--- src/rtl/enc_mac_accum_if.sv ---
// Handshake/bus bundle for enc_mac_accum: address beats, BRAM read data,
// result stream and status. The block uses the slave modport; its driver uses master.
interface enc_mac_accum_if #(
    parameter int Q_BITS = 16
);
    logic              addr_valid_in;
    logic [12:0]       b_addr_in;
    logic              e_zero_in;
    logic              done_in;
    logic [Q_BITS-1:0] A_data_in;
    logic [Q_BITS-1:0] s_data_in;
    logic [Q_BITS-1:0] e_data_in;
    logic [Q_BITS-1:0] b_data_out;
    logic [6:0]        b_idx_out;
    logic              b_valid_out;
    logic              b_ready_in;
    logic              busy_out;
    logic              out_done_out;
    logic              err_out;
    logic [31:0]       mac_count_out;

    modport slave (
        input  addr_valid_in, b_addr_in, e_zero_in, done_in,
        input  A_data_in, s_data_in, e_data_in, b_ready_in,
        output b_data_out, b_idx_out, b_valid_out,
        output busy_out, out_done_out, err_out, mac_count_out
    );

    modport master (
        output addr_valid_in, b_addr_in, e_zero_in, done_in,
        output A_data_in, s_data_in, e_data_in, b_ready_in,
        input  b_data_out, b_idx_out, b_valid_out,
        input  busy_out, out_done_out, err_out, mac_count_out
    );
endinterface

--- src/rtl/enc_mac_accum.sv ---
// Modular multiply-accumulate into HALF_DEPTH accumulators, then streamed out in index order.
// Optional feature: define ENC_MAC_ACCUM_PERF_EN to enable the mac_count_out beat counter.
module enc_mac_accum #(
    parameter int HALF_DEPTH = 50,
    parameter int Q_BITS     = 16,
    parameter int READ_LAT   = 2
) (
    input  logic            clk_in,
    input  logic            rst_in,
    enc_mac_accum_if.slave  bus
);
    localparam int AW = (HALF_DEPTH > 1) ? $clog2(HALF_DEPTH) : 1;

    typedef enum logic [1:0] {IDLE, ACCUM, DRAIN, OUT} state_t;

    state_t            state_q, state_d;
    logic              done_prev_q, done_prev_d;
    logic              pv_q [READ_LAT];
    logic              pv_d [READ_LAT];
    logic [12:0]       pa_q [READ_LAT];
    logic [12:0]       pa_d [READ_LAT];
    logic              pe_q [READ_LAT];
    logic              pe_d [READ_LAT];
    logic              m_valid_q, m_valid_d;
    logic [12:0]       m_addr_q, m_addr_d;
    logic [Q_BITS-1:0] term_q, term_d;
    logic [Q_BITS-1:0] acc_q [HALF_DEPTH];
    logic [Q_BITS-1:0] acc_d [HALF_DEPTH];
    logic              err_q, err_d;
    logic              b_valid_q, b_valid_d;
    logic [6:0]        b_idx_q, b_idx_d;
    logic [Q_BITS-1:0] b_data_q, b_data_d;
    logic              out_done_q, out_done_d;
    logic              busy_q, busy_d;
    logic [7:0]        drain_cnt_q, drain_cnt_d;
    logic [Q_BITS-1:0] prod_lo;
    logic              start;
    logic              accept;
    logic              w_in_range;

    always_comb begin
        state_d     = state_q;
        done_prev_d = bus.done_in;
        acc_d       = acc_q;
        err_d       = err_q;
        b_valid_d   = b_valid_q;
        b_idx_d     = b_idx_q;
        b_data_d    = b_data_q;
        out_done_d  = 1'b0;
        drain_cnt_d = drain_cnt_q;

        // A run may only start while done_in is seen low, so a level-held done is ignored.
        start  = (state_q == IDLE) && bus.addr_valid_in && !bus.done_in;
        accept = start || ((state_q == ACCUM) && bus.addr_valid_in);

        pv_d[0] = accept;
        pa_d[0] = bus.b_addr_in;
        pe_d[0] = bus.e_zero_in;
        for (int unsigned i = 1; i < READ_LAT; i++) begin
            pv_d[i] = pv_q[i-1];
            pa_d[i] = pa_q[i-1];
            pe_d[i] = pe_q[i-1];
        end

        prod_lo   = bus.A_data_in * bus.s_data_in;
        term_d    = prod_lo + (pe_q[READ_LAT-1] ? '0 : bus.e_data_in);
        m_valid_d = pv_q[READ_LAT-1];
        m_addr_d  = pa_q[READ_LAT-1];

        // Read-modify-write in one cycle keeps back-to-back beats to one index exact.
        w_in_range = m_addr_q < 13'(HALF_DEPTH);
        if (m_valid_q) begin
            if (w_in_range) begin
                acc_d[AW'(m_addr_q)] = acc_q[AW'(m_addr_q)] + term_q;
            end else begin
                err_d = 1'b1;
            end
        end

        case (state_q)
            IDLE: begin
                if (start) begin
                    state_d = ACCUM;
                    acc_d   = '{default: '0};
                end
            end
            ACCUM: begin
                if (bus.done_in && !done_prev_q) begin
                    state_d     = DRAIN;
                    drain_cnt_d = '0;
                end
            end
            DRAIN: begin
                if (drain_cnt_q == 8'(READ_LAT + 1)) begin
                    state_d   = OUT;
                    b_valid_d = 1'b1;
                    b_idx_d   = '0;
                    b_data_d  = acc_q[0];
                end else begin
                    drain_cnt_d = drain_cnt_q + 8'd1;
                end
            end
            OUT: begin
                if (b_valid_q && bus.b_ready_in) begin
                    if (b_idx_q == 7'(HALF_DEPTH - 1)) begin
                        b_valid_d  = 1'b0;
                        out_done_d = 1'b1;
                        state_d    = IDLE;
                    end else begin
                        b_idx_d  = b_idx_q + 7'd1;
                        b_data_d = acc_q[AW'(b_idx_q + 7'd1)];
                    end
                end
            end
            default: state_d = IDLE;
        endcase

        busy_d = (state_d != IDLE);
    end

    always_ff @(posedge clk_in or negedge rst_in) begin
        if (!rst_in) begin
            state_q     <= IDLE;
            done_prev_q <= 1'b0;
            pv_q        <= '{default: '0};
            pa_q        <= '{default: '0};
            pe_q        <= '{default: '0};
            m_valid_q   <= 1'b0;
            m_addr_q    <= '0;
            term_q      <= '0;
            acc_q       <= '{default: '0};
            err_q       <= 1'b0;
            b_valid_q   <= 1'b0;
            b_idx_q     <= '0;
            b_data_q    <= '0;
            out_done_q  <= 1'b0;
            busy_q      <= 1'b0;
            drain_cnt_q <= '0;
        end else begin
            state_q     <= state_d;
            done_prev_q <= done_prev_d;
            pv_q        <= pv_d;
            pa_q        <= pa_d;
            pe_q        <= pe_d;
            m_valid_q   <= m_valid_d;
            m_addr_q    <= m_addr_d;
            term_q      <= term_d;
            acc_q       <= acc_d;
            err_q       <= err_d;
            b_valid_q   <= b_valid_d;
            b_idx_q     <= b_idx_d;
            b_data_q    <= b_data_d;
            out_done_q  <= out_done_d;
            busy_q      <= busy_d;
            drain_cnt_q <= drain_cnt_d;
        end
    end

`ifdef ENC_MAC_ACCUM_PERF_EN
    logic [31:0] mac_cnt_q, mac_cnt_d;

    always_comb begin
        mac_cnt_d = mac_cnt_q;
        if (m_valid_q && w_in_range) begin
            mac_cnt_d = mac_cnt_q + 32'd1;
        end
        if (start) begin
            mac_cnt_d = '0;
        end
    end

    always_ff @(posedge clk_in or negedge rst_in) begin
        if (!rst_in) begin
            mac_cnt_q <= '0;
        end else begin
            mac_cnt_q <= mac_cnt_d;
        end
    end

    assign bus.mac_count_out = mac_cnt_q;
`else
    assign bus.mac_count_out = '0;
`endif

    assign bus.b_data_out   = b_data_q;
    assign bus.b_idx_out    = b_idx_q;
    assign bus.b_valid_out  = b_valid_q;
    assign bus.busy_out     = busy_q;
    assign bus.out_done_out = out_done_q;
    assign bus.err_out      = err_q;
endmodule

--- src/flat_wrapper.sv ---
// flat-port wrapper written by rule: the top's interface ports become plain ports
module enc_mac_accum_flat 
#(
    parameter int HALF_DEPTH = 50,
    parameter int Q_BITS     = 16,
    parameter int READ_LAT   = 2
)
  (clk_in, rst_in, bus_addr_valid_in, bus_b_addr_in, bus_e_zero_in, bus_done_in, bus_A_data_in, bus_s_data_in, bus_e_data_in, bus_b_ready_in, bus_b_data_out, bus_b_idx_out, bus_b_valid_out, bus_busy_out, bus_out_done_out, bus_err_out, bus_mac_count_out);
  enc_mac_accum_if #(.Q_BITS(Q_BITS)) bus_i ();
  input  logic clk_in;
  input  logic rst_in;
  input wire logic [$bits(bus_i.addr_valid_in)-1:0] bus_addr_valid_in;
  input wire logic [$bits(bus_i.b_addr_in)-1:0] bus_b_addr_in;
  input wire logic [$bits(bus_i.e_zero_in)-1:0] bus_e_zero_in;
  input wire logic [$bits(bus_i.done_in)-1:0] bus_done_in;
  input wire logic [$bits(bus_i.A_data_in)-1:0] bus_A_data_in;
  input wire logic [$bits(bus_i.s_data_in)-1:0] bus_s_data_in;
  input wire logic [$bits(bus_i.e_data_in)-1:0] bus_e_data_in;
  input wire logic [$bits(bus_i.b_ready_in)-1:0] bus_b_ready_in;
  output wire logic [$bits(bus_i.b_data_out)-1:0] bus_b_data_out;
  output wire logic [$bits(bus_i.b_idx_out)-1:0] bus_b_idx_out;
  output wire logic [$bits(bus_i.b_valid_out)-1:0] bus_b_valid_out;
  output wire logic [$bits(bus_i.busy_out)-1:0] bus_busy_out;
  output wire logic [$bits(bus_i.out_done_out)-1:0] bus_out_done_out;
  output wire logic [$bits(bus_i.err_out)-1:0] bus_err_out;
  output wire logic [$bits(bus_i.mac_count_out)-1:0] bus_mac_count_out;
  assign bus_i.addr_valid_in = bus_addr_valid_in;
  assign bus_i.b_addr_in = bus_b_addr_in;
  assign bus_i.e_zero_in = bus_e_zero_in;
  assign bus_i.done_in = bus_done_in;
  assign bus_i.A_data_in = bus_A_data_in;
  assign bus_i.s_data_in = bus_s_data_in;
  assign bus_i.e_data_in = bus_e_data_in;
  assign bus_i.b_ready_in = bus_b_ready_in;
  assign bus_b_data_out = bus_i.b_data_out;
  assign bus_b_idx_out = bus_i.b_idx_out;
  assign bus_b_valid_out = bus_i.b_valid_out;
  assign bus_busy_out = bus_i.busy_out;
  assign bus_out_done_out = bus_i.out_done_out;
  assign bus_err_out = bus_i.err_out;
  assign bus_mac_count_out = bus_i.mac_count_out;
  enc_mac_accum #(.HALF_DEPTH(HALF_DEPTH), .Q_BITS(Q_BITS), .READ_LAT(READ_LAT)) u_core (.clk_in(clk_in), .rst_in(rst_in), .bus(bus_i));
endmodule
--- config.mk ---
export PLATFORM = sky130hd
export DESIGN_NAME = enc_mac_accum_flat
export DESIGN_NICKNAME = d
export VERILOG_FILES = /design/src/rtl/enc_mac_accum_if.sv /design/src/rtl/enc_mac_accum.sv /design/src/flat_wrapper.sv
export SDC_FILE = /design/constraint.sdc
export NUM_CORES = 2
export LEC_CHECK = 0
export ABC_AREA = 1
export BUFFER_PORTS_ARGS = -buffer_cell sky130_fd_sc_hd__buf_4
export CAP_MARGIN = 0
export CORE_MARGIN = 5
export CORE_UTILIZATION = 31
export CTS_CLUSTER_DIAMETER = 30
export CTS_CLUSTER_SIZE = 28
export DETAILED_ROUTE_END_ITERATION = 8
export GPL_ROUTABILITY_DRIVEN = 0
export PLACE_DENSITY_LB_ADDON = 0.05
export SKIP_CTS_REPAIR_TIMING = 1
export SKIP_LAST_GASP = 1
export SYNTH_ARGS = -nofsm -noshare
export SYNTH_HDL_FRONTEND = slang
export SYNTH_SLANG_ARGS = --single-unit
--- constraint.sdc ---
create_clock -name clk_in -period 6.48 [get_ports clk_in]
set_clock_uncertainty 0.1 [all_clocks]
set_input_delay 0.648 -clock clk_in [delete_from_list [all_inputs] [get_ports clk_in]]
set_output_delay 0.648 -clock clk_in [all_outputs]
set_load 0.005 [all_outputs]
==> flow_summary.yaml <==
grt:
  grt-ovfl-total: 0
  grt_usage: 0.2734
  grt_pass1_vias: 52000
  antenna_found_initial: 12
  grt_pass1_wl_mm: 377.3
  grt_max_degree: 202
yosys:
  synth_seq_cells: 898
  syn_inst: 7169
  synthesis.area_um2: 54530
  syn_avg_cell_area_um2: 7.606
  yosysWarnings: 0
  yosysSeqAreaShare: 0.4121
  synth.distinct_cells: 48
cells_and_area:
  drive_above_1_share: 0.1325
  final_cell_mix: "1186 x o21ai_0, 1097 x inv_1, 995 x a21oi_1"
  multiInputGateArea_um2: 25460
  final_nets: 7491
  fin_cells: 9826
  synthToLayoutAreaGrowth_pct: 27.29
  layout_commonest_cell: "o21ai_0"
  fillers: 18000
  regArea_um2: 22480
routing:
  wl_per_cell_um: 26.43
  viasPerCell: 5.439
  drt-initial-drc-count: 5502
  vias: 53440
  drc_errors: 0
  first_pass_iters: 6
  ant_nets: 0
  wl_mm: 259.7
sta:
  tns_ps: 0
  fmax_mhz: 175.9
  worst_pin_slew_ps: 1281
  final-hold-violation-count: 0
  setup_viol: 0
  slew_violations: 0
  slew_headroom: 0.1453
  period_needed_ps: 5685
  rsz0062_at_grt: "no"
  finalCritPeriodShare: 0.8773
worst_setup_path:
  critPathCaptureType: "register"
  reg2reg_slack_ps: 800
  critPathLaunchType: "register"
  cp.required_ps: 7070
  critical-path-top-delay-family: "buffers and inverters"
  crit_slowest_cell: "xnor2_2"
  timing.rr.start: "u_core.m_addr_q[0]$_DFF_PN0_"
  path_max_fanout: 20
  critical_path.startpoint: "u_core.m_addr_q[0]$_DFF_PN0_"
  max_stage_delay_ps: 920
  arrival_ps: 6270
  crit_chain: "inv_2 > nand3_4 > inv_2 > buf_4 > nand2_1 > nand2_1 > nor3_1 > a21oi_1 > buf_4 > o21a_1 > ha_1 > nand3_1 > nand3_1 > a21oi_1 > o21ai_0 > buf_4 > xnor2_2 > buf_12 > a21oi_1"
  worstPathBufferInverterCount: 6
  critical_path_class: "register to register"
clock_network:
  clkSinkCount: 898
  cts.root.buffer_cell: "clkbuf_16"
  tritoncts: "yes"
  cts_htree_levels: 5
  cts_inserted_buffers: 323
  clkTransAtPathRegs_ps: 40
  clk_latency_ps: 920
  cts_max_path_buffers: 4
placement:
  io_buffer_count: 93
  dp_hpwl_mm: 164.9
  dp_cells: 9251
pwr:
  intPower_mw: 19.98
  switching_share: 0.3814
  sequentialPowerShare: 0.189
  peakVddDrop_v: 0.0004017
  comb_power_share: 0.343
  total_power_mw: 32.31
  leakagePower_nw: 33.20
  powerDensity_nw_per_um2: 465.4
  clock_power_share: 0.468
  switching_power_mw: 12.32
floorplan:
  start_util: 0.3106
  die_y_um: 429.4
  rows: 154
  die_w_um: 429.4
  die_area_um2: 184400
  core-area_um2: 175500
  ios: 126
flow_run:
  cap_viol_max_count: 0
worst_hold_path:
  hp-class: "primary input to register"
  min-delay-start: "bus_e_data_in[0]"
run_status:
  status: "complete, no violations"
-- cell usage after synthesis, drive strengths merged --
library cell  number  share of area
clkbuf           414          0.028
a22oi             60         0.0083
inv             1169          0.080
o2111ai           21         0.0034
buf              204          0.019
a21boi             1        0.00014
o311ai             1        0.00016
a31oi              4        0.00046
nor4               4        0.00046
fa                95          0.035
nand3b             2        0.00028
o41ai              5        0.00080
o22ai            171          0.020
o211ai           148          0.020
or2                4        0.00046
ha                75          0.017
a32o               1        0.00018
o221ai            30         0.0048
o21bai            17         0.0023
dfrtp            898           0.41
conb               1       0.000069
a21oi            995          0.091
a211oi            18         0.0025
nor3              25         0.0023
nor3b              4        0.00055
nand4             34         0.0039
a221oi            52         0.0084
nand3            386          0.036
nor2             346          0.028
nand2            657          0.045
xnor2             16         0.0026
o31ai              9         0.0012
o21ai           1218           0.11
a22o               3        0.00048
o2bb2ai            8         0.0013
a2111oi            1        0.00016
a21o               4        0.00055
xor2              29         0.0048
clkinv             4        0.00028
o21a              35         0.0048
-- flip-flops by register name (all words and copies together), names as in the netlist --
register	count
u_core.acc_q	800
u_core.drain_cnt_q	8
u_core.bus.err_out	1
u_core.bus.out_done_out	1
u_core.pa_d	13
u_core.pe_q	1
u_core.bus.b_idx_out	7
u_core.m_valid_d	1
u_core.m_addr_d	13
u_core.m_valid_q	1
u_core.bus.busy_out	1
u_core.m_addr_q	13
u_core.state_q	2
u_core.pe_d	1
u_core.bus.b_data_out	16
u_core.done_prev_q	1
u_core.bus.b_valid_out	1
u_core.term_q	16
u_core.pv_d	1
-- layout make-up --
| type | count | share of cell area |
|---|---|---|
| Antenna cell | 2 | 0.00007210 |
| Clock inverter | 80 | 0.01417 |
| Sequential cell | 898 | 0.3238 |
| Inverter | 1173 | 0.06378 |
| Timing Repair Buffer | 347 | 0.04946 |
| Tap cell | 2340 | 0.04218 |
| Multi-Input combinational cell | 4511 | 0.3668 |
| Clock buffer | 475 | 0.1397 |
-- layer usage --
metal,global-route usage,share of wire
met1,0.3842,0.45
met2,0.4318,0.45
met3,0.04227,0.063
met4,0.08885,0.032
met5,0,0.000046
-- worst register-to-register path: cells and delay by family, from the launching register on --
family	cells	cell delay [ps]
buf+inv	6	1670
compound gates	5	850
xor+xnor	1	920
simple gates	6	1130
flops	1	500
fa+ha+maj	1	310
-- cells by family after synthesis --
logic type / Yosys count / synth area share
buffers and inverters: 1791 / 0.1284
adders and majority gates: 170 / 0.05209
and+or+nand+nor: 1462 / 0.1170
other: 1 / 0.00006877
xor gates and xnor gates: 45 / 0.007366
DFF: 898 / 0.4121
AOI/OAI and AO/OA: 2802 / 0.2830
-- power groups by stage --
| stage | Clock, mW | Combinational (mW) | Sequential [mW] |
|---|---|---|---|
| after detailed placement | 0 | 11.0 | 6.17 |
| after global routing | 15.7 | 12.0 | 6.12 |
| final | 15.1 | 11.1 | 6.10 |
| after CTS | 15.3 | 11.1 | 6.10 |
| after global placement | 0 | 11.1 | 6.18 |
| after floorplan | 0 | 6.29 | 6.02 |
-- final timing paths --
check                                                end  depth (start not counted)
setup reg to reg             u_core.acc_q[518]$_DFF_PN0_                         19
hold reg to reg            u_core.m_addr_q[11]$_DFF_PN0_                          0
hold / removal                u_core.term_q[0]$_DFF_PN0_                          4
min in group asynchronous    u_core.acc_q[520]$_DFF_PN0_                          2
setup / recovery             u_core.acc_q[518]$_DFF_PN0_                         19
max in group asynchronous    u_core.acc_q[135]$_DFF_PN0_                          3
-- per-stage QoR --
| stage | util | hold slack [ps] | instance area (µm²) | worst slack, ps |
|---|---|---|---|---|
| floorplan | - | 231.2 | 54650 | 1224 |
| detailed placement | 0.3335 | 234.7 | 58550 | 899.8 |
| finish | 0.3954 | 32.37 | 69410 | 795.0 |
| CTS | 0.3944 | -358.3 | 69230 | 899.8 |
| global route | 0.3954 | 39.07 | 69410 | 638.5 |
| global placement | 0.3335 | 232.0 | 58540 | 553.7 |
No activity file was read; power rests on OpenSTA's default activity.
